==> src/rtl/uart_tx_fifo.sv <==
// FIFO-buffered UART transmitter: 8 data bits LSB first, 1 start, 1 stop, no flow control.
// Defining UART_TX_PARITY_EN inserts an even-parity bit between data and stop (11-bit frame).
module uart_tx_fifo #(
  parameter int CLK_FREQ   = 50_000_000,
  parameter int UART_BPS   = 9600,
  parameter int FIFO_DEPTH = 16
) (
  input  logic       sys_clk,
  input  logic       sys_rst_n,
  input  logic [7:0] pi_data,
  input  logic       pi_flag,
  output logic       fifo_full,
  output logic       overflow,
  output logic       tx_busy,
  output logic       tx
);

  localparam int BAUD_CNT_MAX = CLK_FREQ / UART_BPS;
  localparam int AW           = $clog2(FIFO_DEPTH);
  localparam int CW           = $clog2(BAUD_CNT_MAX + 1);

  typedef enum logic [2:0] {
    S_IDLE   = 3'd0,
    S_START  = 3'd1,
    S_DATA   = 3'd2,
    S_STOP   = 3'd3
`ifdef UART_TX_PARITY_EN
    , S_PARITY = 3'd4
`endif
  } state_t;

  logic [7:0]    r_mem [0:FIFO_DEPTH-1];
  logic [AW-1:0] r_wr_ptr;
  logic [AW-1:0] r_rd_ptr;
  logic [AW:0]   r_count;
  logic          r_full;
  logic          r_overflow;
  logic          r_busy;
  logic          r_tx;
  state_t        r_state;
  logic [CW-1:0] r_baud_cnt;
  logic [2:0]    r_bit_cnt;
  logic [7:0]    r_shift;

  logic          w_empty;
  logic          w_wr;
  logic          w_pop;
  logic          w_baud_end;
  logic          w_tx_nxt;
  logic [AW:0]   w_count_nxt;
  state_t        w_state_nxt;

  assign w_empty    = (r_count == (AW+1)'(0));
  assign w_wr       = pi_flag & ~r_full;
  assign w_baud_end = (r_baud_cnt == CW'(BAUD_CNT_MAX - 1));

  assign fifo_full  = r_full;
  assign overflow   = r_overflow;
  assign tx_busy    = r_busy;
  assign tx         = r_tx;

  always_comb begin
    case ({w_wr, w_pop})
      2'b10:   w_count_nxt = r_count + (AW+1)'(1);
      2'b01:   w_count_nxt = r_count - (AW+1)'(1);
      default: w_count_nxt = r_count;
    endcase
  end

  always_ff @(posedge sys_clk) begin
    if (w_wr) begin
      r_mem[r_wr_ptr] <= pi_data;
    end
  end

  // A write attempted while full is dropped even if a pop frees a slot this cycle.
  always_ff @(posedge sys_clk or negedge sys_rst_n) begin
    if (!sys_rst_n) begin
      r_wr_ptr   <= AW'(0);
      r_rd_ptr   <= AW'(0);
      r_count    <= (AW+1)'(0);
      r_full     <= 1'b0;
      r_overflow <= 1'b0;
      r_busy     <= 1'b0;
    end else begin
      if (w_wr) begin
        r_wr_ptr <= r_wr_ptr + AW'(1);
      end
      if (w_pop) begin
        r_rd_ptr <= r_rd_ptr + AW'(1);
      end
      if (pi_flag && r_full) begin
        r_overflow <= 1'b1;
      end
      r_count <= w_count_nxt;
      r_full  <= (w_count_nxt == (AW+1)'(FIFO_DEPTH));
      r_busy  <= (r_state != S_IDLE) | ~w_empty;
    end
  end

  always_comb begin
    w_state_nxt = r_state;
    w_pop       = 1'b0;
    w_tx_nxt    = 1'b1;
    case (r_state)
      S_IDLE: begin
        w_tx_nxt = 1'b1;
        if (!w_empty) begin
          w_pop       = 1'b1;
          w_state_nxt = S_START;
        end else begin
          w_state_nxt = S_IDLE;
        end
      end
      S_START: begin
        w_tx_nxt = 1'b0;
        if (w_baud_end) begin
          w_state_nxt = S_DATA;
        end else begin
          w_state_nxt = S_START;
        end
      end
      S_DATA: begin
        w_tx_nxt = r_shift[r_bit_cnt];
        if (w_baud_end && (r_bit_cnt == 3'd7)) begin
`ifdef UART_TX_PARITY_EN
          w_state_nxt = S_PARITY;
`else
          w_state_nxt = S_STOP;
`endif
        end else begin
          w_state_nxt = S_DATA;
        end
      end
`ifdef UART_TX_PARITY_EN
      S_PARITY: begin
        w_tx_nxt = ^r_shift;
        if (w_baud_end) begin
          w_state_nxt = S_STOP;
        end else begin
          w_state_nxt = S_PARITY;
        end
      end
`endif
      S_STOP: begin
        w_tx_nxt = 1'b1;
        if (w_baud_end && !w_empty) begin
          w_pop       = 1'b1;
          w_state_nxt = S_START;
        end else if (w_baud_end) begin
          w_state_nxt = S_IDLE;
        end else begin
          w_state_nxt = S_STOP;
        end
      end
      default: begin
        w_tx_nxt    = 1'b1;
        w_state_nxt = S_IDLE;
      end
    endcase
  end

  // The line follows the current state one cycle later, hence the 2-cycle start latency.
  always_ff @(posedge sys_clk or negedge sys_rst_n) begin
    if (!sys_rst_n) begin
      r_state    <= S_IDLE;
      r_tx       <= 1'b1;
      r_baud_cnt <= CW'(0);
      r_bit_cnt  <= 3'd0;
      r_shift    <= 8'h00;
    end else begin
      r_state <= w_state_nxt;
      r_tx    <= w_tx_nxt;
      if ((r_state == S_IDLE) || (w_state_nxt != r_state) || w_baud_end) begin
        r_baud_cnt <= CW'(0);
      end else begin
        r_baud_cnt <= r_baud_cnt + CW'(1);
      end
      if (r_state != S_DATA) begin
        r_bit_cnt <= 3'd0;
      end else if (w_baud_end) begin
        r_bit_cnt <= r_bit_cnt + 3'd1;
      end else begin
        r_bit_cnt <= r_bit_cnt;
      end
      if (w_pop) begin
        r_shift <= r_mem[r_rd_ptr];
      end
    end
  end

endmodule

==> config.mk <==
export PLATFORM = sky130hd
export DESIGN_NAME = uart_tx_fifo
export DESIGN_NICKNAME = d
export VERILOG_FILES = /design/src/rtl/uart_tx_fifo.sv
export SDC_FILE = /design/constraint.sdc
export NUM_CORES = 1
export LEC_CHECK = 0
export ABC_CLOCK_PERIOD_IN_PS = 4400
export CAP_MARGIN = 5
export CORE_ASPECT_RATIO = 1.4
export CORE_UTILIZATION = 60
export DETAILED_ROUTE_END_ITERATION = 6
export PLACE_DENSITY = 0.77
export SLEW_MARGIN = 5
export SYNTH_ARGS = -nofsm -noshare
export SYNTH_HDL_FRONTEND = slang
export SYNTH_SLANG_ARGS = --single-unit
export TNS_END_PERCENT = 1
==> constraint.sdc <==
create_clock -name sys_clk -period 4.4 [get_ports sys_clk]
set_input_delay 0.66 -clock sys_clk [delete_from_list [all_inputs] [get_ports sys_clk]]
set_output_delay 0.66 -clock sys_clk [all_outputs]
set_load 0.03 [all_outputs]
==> flow_metrics.tcl, run 1 <==
set metrics [dict create \
    synth_compound_area_frac 0.02487 \
    synth_top_family_by_area "multiplexers" \
    cts.repair.resized 0 \
    dp_cells 577 \
    startpoint_type "flop" \
    power_frac_seq 0.515 \
    ys_dominant_reg_cell "edfxtp_1" \
    r2r-start "r_baud_cnt[0]$_DFF_PN0_" \
    synth-seq-cells 171 \
    yosysWarnings 0 \
    path_class "reg -> reg" \
    fin_crit_sh 0.8678 \
    rows 47 \
    start_util 0.6129 \
    worst_slew_pin_slew_ns 0.9243 \
    layoutNonFillerInstCount 609 \
    fin_tns_setup_ns 0 \
    worstPathMaxFanout 13 \
    wl_um 13080 \
    hold_violations 0 \
    grt_use_total 0.2384 \
    p_sw_frac 0.2658 \
    slew_violations 0 \
    most-common-layout-cells "edfxtp_1 (128), mux4_2 (42), nand2_1 (41)" \
    die_x_um 94.87 \
    htreeDepth 4 \
    status "finished clean" \
    clockBufferDepth 2 \
    post-cts-setup-buffer-count 0 \
    maxCapViolations 0 \
    hp-class "in -> async" \
    p_clk_frac 0.378 \
    die_h_um 132.0 \
    port_buffers 14 \
    num_vias 3729 \
    grt_pass1_vias 4034 \
    drive_gt1_frac 0.1905 \
    synth_cell_types 49 \
    vdd.ir_drop.worst_uv 279.8 \
    fin_total_pwr_mw 3.853 \
    setup_viol 0 \
    end_kind "flop" \
    arrival_ns 4.15 \
    cp.required_ns 4.73 \
    synth_edf_count 128 \
    antenna_found_initial 0 \
    final_net_count 474 \
    core_area_um2 11820 \
    grt_pass1_wl_um 21410 \
    clkSlewWorstSetupHoldPaths_ns 0.07 \
    grt_overflow 0 \
    fin_crit_ns 3.818 \
    boundaryPins 15 \
    clock_skew_ns 0.01281 \
    cts_root_buf "clkbuf_16" \
    synth_area_um2 7244 \
    syn_to_final_growth_pct 12.04 \
    wl_per_cell_um 21.48 \
    syn_nets 454 \
    gp_congestion 0.8866 \
    powerDensity_nw_per_um2 474.7 \
    antenna_left 0 \
    die_area_um2 12520 \
    ctsHoldBuffers 0 \
    reg2reg_depth 12 \
    whs_ns 0.3746 \
    synth.avg_cell_area_um2 16.89 \
    clk_latency_ns 0.43 \
    hpwl_um 8698 \
    design_area_um2 8117 \
    mostFrequentLayoutCell "edfxtp_1" \
    cts_sinks 171 \
    antenna_cells 0 \
    power.internal_mw 2.829 \
    p_leak_nw 2.922 \
    grt_setup_unrepaired "no" \
    remaining_drc_errors 0 \
    p_sw_mw 1.024 \
    synthArstFlopShare 0.2515 \
    routed_via_density 6.123 \
    synthMuxAreaShare 0.1390 \
    comb_power_share 0.107 \
    crit_start "r_baud_cnt[0]$_DFF_PN0_" \
    synth-simple-area-share 0.08895 \
    fill_cells 772 \
    place_area_um2 7518 \
    synth-xor-area-share 0.02781 \
    drt_iter0_markers 257 \
    cts_tree "built" \
    numCtsBuffers 17 \
    dr.pass1.iters 5 \
    seq_area_frac_synth 0.6793 \
    grt_max_degree 44 \
    netlist_instances 429 \
    slew-limit-headroom 0.3838 \
    synth-adder-area-share 0.02418 \
    fmax_ghz 0.2619 \
]
[through the flow]
stage | utilization | worst slack, ns
global placement | 0.6361 | 0.8033
floorplan | - | 1.246
detailed placement | 0.6361 | 0.6472
CTS | 0.6867 | 0.6093
finish | 0.6867 | 0.5818
global route | 0.6867 | 0.3554
[layout make-up]
type,count,area [um2],share of cell area
Sequential cell,171,4923,0.6066
Tap cell,147,183.9,0.02266
Clock inverter,15,172.7,0.02127
Timing Repair Buffer,16,150.1,0.01850
Multi-Input combinational cell,229,2208,0.2721
Inverter,14,52.55,0.006474
Clock buffer,17,425.4,0.05241
[routing by layer]
| metal | track usage | vias to the layer above | part of all wire |
|---|---|---|---|
| met4 | 0.07828 | 0 | 0.010 |
| li1 | - | 1685 | - |
| met2 | 0.4177 | 96 | 0.57 |
| met5 | 0 | - | 0 |
| met1 | 0.2946 | 1937 | 0.39 |
| met3 | 0.04556 | 11 | 0.028 |
[kinds of logic after synthesis]
group,Yosys count
XOR/XNOR,23
flip-flops,171
AO/OA/AOI/OAI,21
AND/OR/NAND/NOR,123
buffers and inverters,29
multiplexers,48
adder cells (fa/ha/maj),14
[registers in the layout (all words and copies together) (netlist names)]
name        cells
r_mem         128
tx              1
r_bit_cnt       3
fifo_full       1
overflow        1
tx_busy         1
r_wr_ptr        4
r_state         2
r_count         5
r_shift         8
r_baud_cnt     13
r_rd_ptr        4
[path summary, 6_finish.rpt]
kind	slack, ns	to
max	0.58	fifo_full$_DFF_PN0_
min in group sys_clk	0.47	overflow$_DFFE_PN0P_
max in group asynchronous	3.40	r_rd_ptr[1]$_DFFE_PN0P_
max reg2reg	0.58	fifo_full$_DFF_PN0_
min reg2reg	0.47	overflow$_DFFE_PN0P_
min	0.37	r_count[4]$_DFF_PN0_
[power groups by stage]
stage / clock network (mW) / logic [mW] / registers [mW]
2_1_floorplan: 0 / 0.275 / 1.99
3_3_place_gp: 0 / 0.397 / 2.00
3_5_place_dp: 0 / 0.410 / 2.01
4_1_cts: 1.47 / 0.416 / 1.98
5_1_grt: 1.53 / 0.449 / 2.00
6_report: 1.46 / 0.413 / 1.99
[critical path, stage by stage, from the launching register on]
cell and delay [ns]:
dfrtp_1 0.41, ha_1 0.25, and4bb_1 0.28, a41oi_1 0.20
or3_1 0.55, inv_1 0.33, ha_1 0.44, or4_1 0.52
nor3_1 0.25, nor2_1 0.07, nand4_1 0.09, nand4_1 0.14
a221oi_2 0.19
[Yosys cell counts, types with 2 or more instances]
cell	number	share of area
edfxtp_1	128	0.53
xor2_1	7	0.0085
nor2_1	21	0.011
buf_1	2	0.0010
a211o_1	2	0.0024
inv_1	14	0.0073
dfrtp_1	42	0.15
nand3_1	9	0.0062
buf_2	5	0.0035
clkbuf_1	8	0.0041
o21ai_1	2	0.0014
nand4_1	5	0.0043
and2_1	19	0.016
nand2_1	41	0.021
a21boi_0	2	0.0021
and3_1	8	0.0069
nor3_1	4	0.0028
ha_1	14	0.024
xnor2_1	16	0.019
mux4_2	42	0.13
a21oi_1	2	0.0014
mux2i_1	5	0.0069
o21ai_0	2	0.0014
nor3b_1	2	0.0021
or3_1	3	0.0026
Power figures use the tool's default switching activity.
==> run 2, diff against run 1 <==
--- a/config.mk
+++ b/config.mk
@@ -9,6 +9,7 @@
 export CAP_MARGIN = 5
 export CORE_ASPECT_RATIO = 1.4
 export CORE_UTILIZATION = 60
+export CTS_CLUSTER_SIZE = 30
 export DETAILED_ROUTE_END_ITERATION = 6
 export PLACE_DENSITY = 0.77
 export SLEW_MARGIN = 5
==> results of run 2 <==
Same layout as run 1: the final DEF is identical, and so are final timing and power.
==> run 3, diff against run 2 <==
--- a/config.mk
+++ b/config.mk
@@ -8,12 +8,11 @@
 export ABC_CLOCK_PERIOD_IN_PS = 4400
 export CAP_MARGIN = 5
 export CORE_ASPECT_RATIO = 1.4
-export CORE_UTILIZATION = 60
+export CORE_UTILIZATION = 62
 export CTS_CLUSTER_SIZE = 30
 export DETAILED_ROUTE_END_ITERATION = 6
-export PLACE_DENSITY = 0.77
+export PLACE_DENSITY = 0.79
 export SLEW_MARGIN = 5
 export SYNTH_ARGS = -nofsm -noshare
 export SYNTH_HDL_FRONTEND = slang
 export SYNTH_SLANG_ARGS = --single-unit
-export TNS_END_PERCENT = 1
==> run 3 against run 2 <==
  * Global-route usage increased by 0.53 points
  * Register-to-register slack about the same
  * Via count increased by 0.94%
  * Largest power group unchanged
==> flow_metrics.tcl, run 3 (synthesis gave the netlist of run 1 again) <==
set metrics [dict create \
    drive_gt1_frac 0.1883 \
    path_class "reg -> reg" \
    fin_crit_sh 0.8710 \
    setup_viol 0 \
    worstPathMaxFanout 13 \
    worst_slew_pin_slew_ns 0.9165 \
    routed_via_density 6.211 \
    antenna_cells 0 \
    grt_pass1_wl_um 20990 \
    startpoint_type "flop" \
    dr.pass1.iters 4 \
    hpwl_um 8636 \
    clkSlewWorstSetupHoldPaths_ns 0.06 \
    wl_um 13060 \
    powerDensity_nw_per_um2 483.6 \
    start_util 0.6389 \
    status "finished clean" \
    antenna_left 0 \
    num_vias 3764 \
    vdd.ir_drop.worst_uv 488.1 \
    final_net_count 475 \
    fin_tns_setup_ns 0 \
    cts.repair.resized 0 \
    die_x_um 93.36 \
    top_register "r_mem" \
    fin_total_pwr_mw 3.933 \
    fmax_ghz 0.2609 \
    reg_top3 "r_mem: 128 flops, r_baud_cnt: 13 flops, r_shift: 8 flops" \
    clockBufferDepth 2 \
    grt_overflow 0 \
    cts_root_buf "clkbuf_16" \
    p_leak_nw 2.935 \
    fin_crit_ns 3.832 \
    remaining_drc_errors 0 \
    cp.required_ns 4.73 \
    core_area_um2 11340 \
    syn_to_final_growth_pct 12.25 \
    ctsHoldBuffers 0 \
    end_kind "flop" \
    antenna_found_initial 0 \
    hp-class "in -> async" \
    die_h_um 129.9 \
    hold_violations 0 \
    grt_setup_unrepaired "no" \
    slew-limit-headroom 0.3890 \
    layoutNonFillerInstCount 606 \
    drt_iter0_markers 231 \
    largest_reg_flops 128 \
    boundaryPins 15 \
    wl_per_cell_um 21.55 \
    dp_cells 575 \
    mostFrequentLayoutCell "edfxtp_1" \
    htreeDepth 4 \
    most-common-layout-cells "edfxtp_1 (128), mux4_2 (42), nand2_1 (41), dfrtp_1 (41), nor2_1 (21)" \
    clk_latency_ns 0.42 \
    grt_pass1_vias 3892 \
    port_buffers 14 \
    slew_violations 0 \
    cts_sinks 171 \
    grt_max_degree 44 \
    arrival_ns 4.16 \
    gp_congestion 0.8516 \
    post-cts-setup-buffer-count 0 \
    cts_tree "built" \
    grt_use_total 0.2437 \
    die_area_um2 12130 \
    numCtsBuffers 17 \
    rows 46 \
    clock_skew_ns 0.006193 \
    maxCapViolations 0 \
]
run 3: cell types whose count changed in the layout (fill, tap and decap cells not counted), sizes merged:
cell,change
clkinv,-5
bufinv,+3
buf,+1
clkinvlp,+1
run 3: critical path: stages (launching register included):
cell	delay (ns)
dfrtp_1	0.38
ha_1	0.23
and4bb_1	0.30
a41oi_1	0.21
or3_1	0.57
inv_1	0.32
ha_1	0.44
or4_1	0.51
nor3_1	0.23
nor2_1	0.07
nand4_1	0.09
nand4_1	0.15
a221oi_2	0.21
run 3: path summary, 6_finish.rpt:
kind,from,to,slack [ns],depth (start not counted)
setup / recovery,r_baud_cnt[0]$_DFF_PN0_,fifo_full$_DFF_PN0_,0.57,12
hold / removal,sys_rst_n,r_count[2]$_DFF_PN0_,0.37,1
setup reg to reg,r_baud_cnt[0]$_DFF_PN0_,fifo_full$_DFF_PN0_,0.57,12
hold reg to reg,overflow$_DFFE_PN0P_,overflow$_DFFE_PN0P_,0.47,1
max in group asynchronous,sys_rst_n,r_rd_ptr[0]$_DFFE_PN0P_,3.39,1
min in group sys_clk,overflow$_DFFE_PN0P_,overflow$_DFFE_PN0P_,0.47,1
run 3: stage by stage:
step	utilization	hold slack [ns]	worst slack (ns)	cell area (um2)
finish	0.7172	0.3711	0.5678	8132
global route	0.7172	0.4481	0.1937	8132
CTS	0.7172	0.4104	0.5592	8132
detailed placement	0.6633	0.4642	0.5817	7521
global placement	0.6633	0.4404	0.7895	7521
floorplan	-	0.3644	1.246	7244
run 3: power by group:
part	leakage (nW)	internal (mW)	total, mW	switching (mW)
sequential	1.69	1.90	1.98	0.0848
combinational	0.949	0.166	0.416	0.250
clock	0.295	0.906	1.53	0.627
total	2.93	2.97	3.93	0.962
run 3: area by class of cell:
| class | instances | area, um2 |
|---|---|---|
| clock buffers | 17 | 425.4 |
| multi-input cells | 229 | 2208 |
| fillers | 679 | 3207 |
| clock inverters | 14 | 185.2 |
| repair buffers | 17 | 157.7 |
| well taps | 144 | 180.2 |
| flip-flops and latches | 171 | 4922 |
| inverters | 14 | 52.55 |
run 3: metal layers:
layer	GRT usage	up-vias	share of wire
met1	0.2911	1955	0.39
met2	0.4217	98	0.56
met4	0.1222	0	0.017
met3	0.05070	18	0.035
met5	0	-	0
li1	-	1693	-
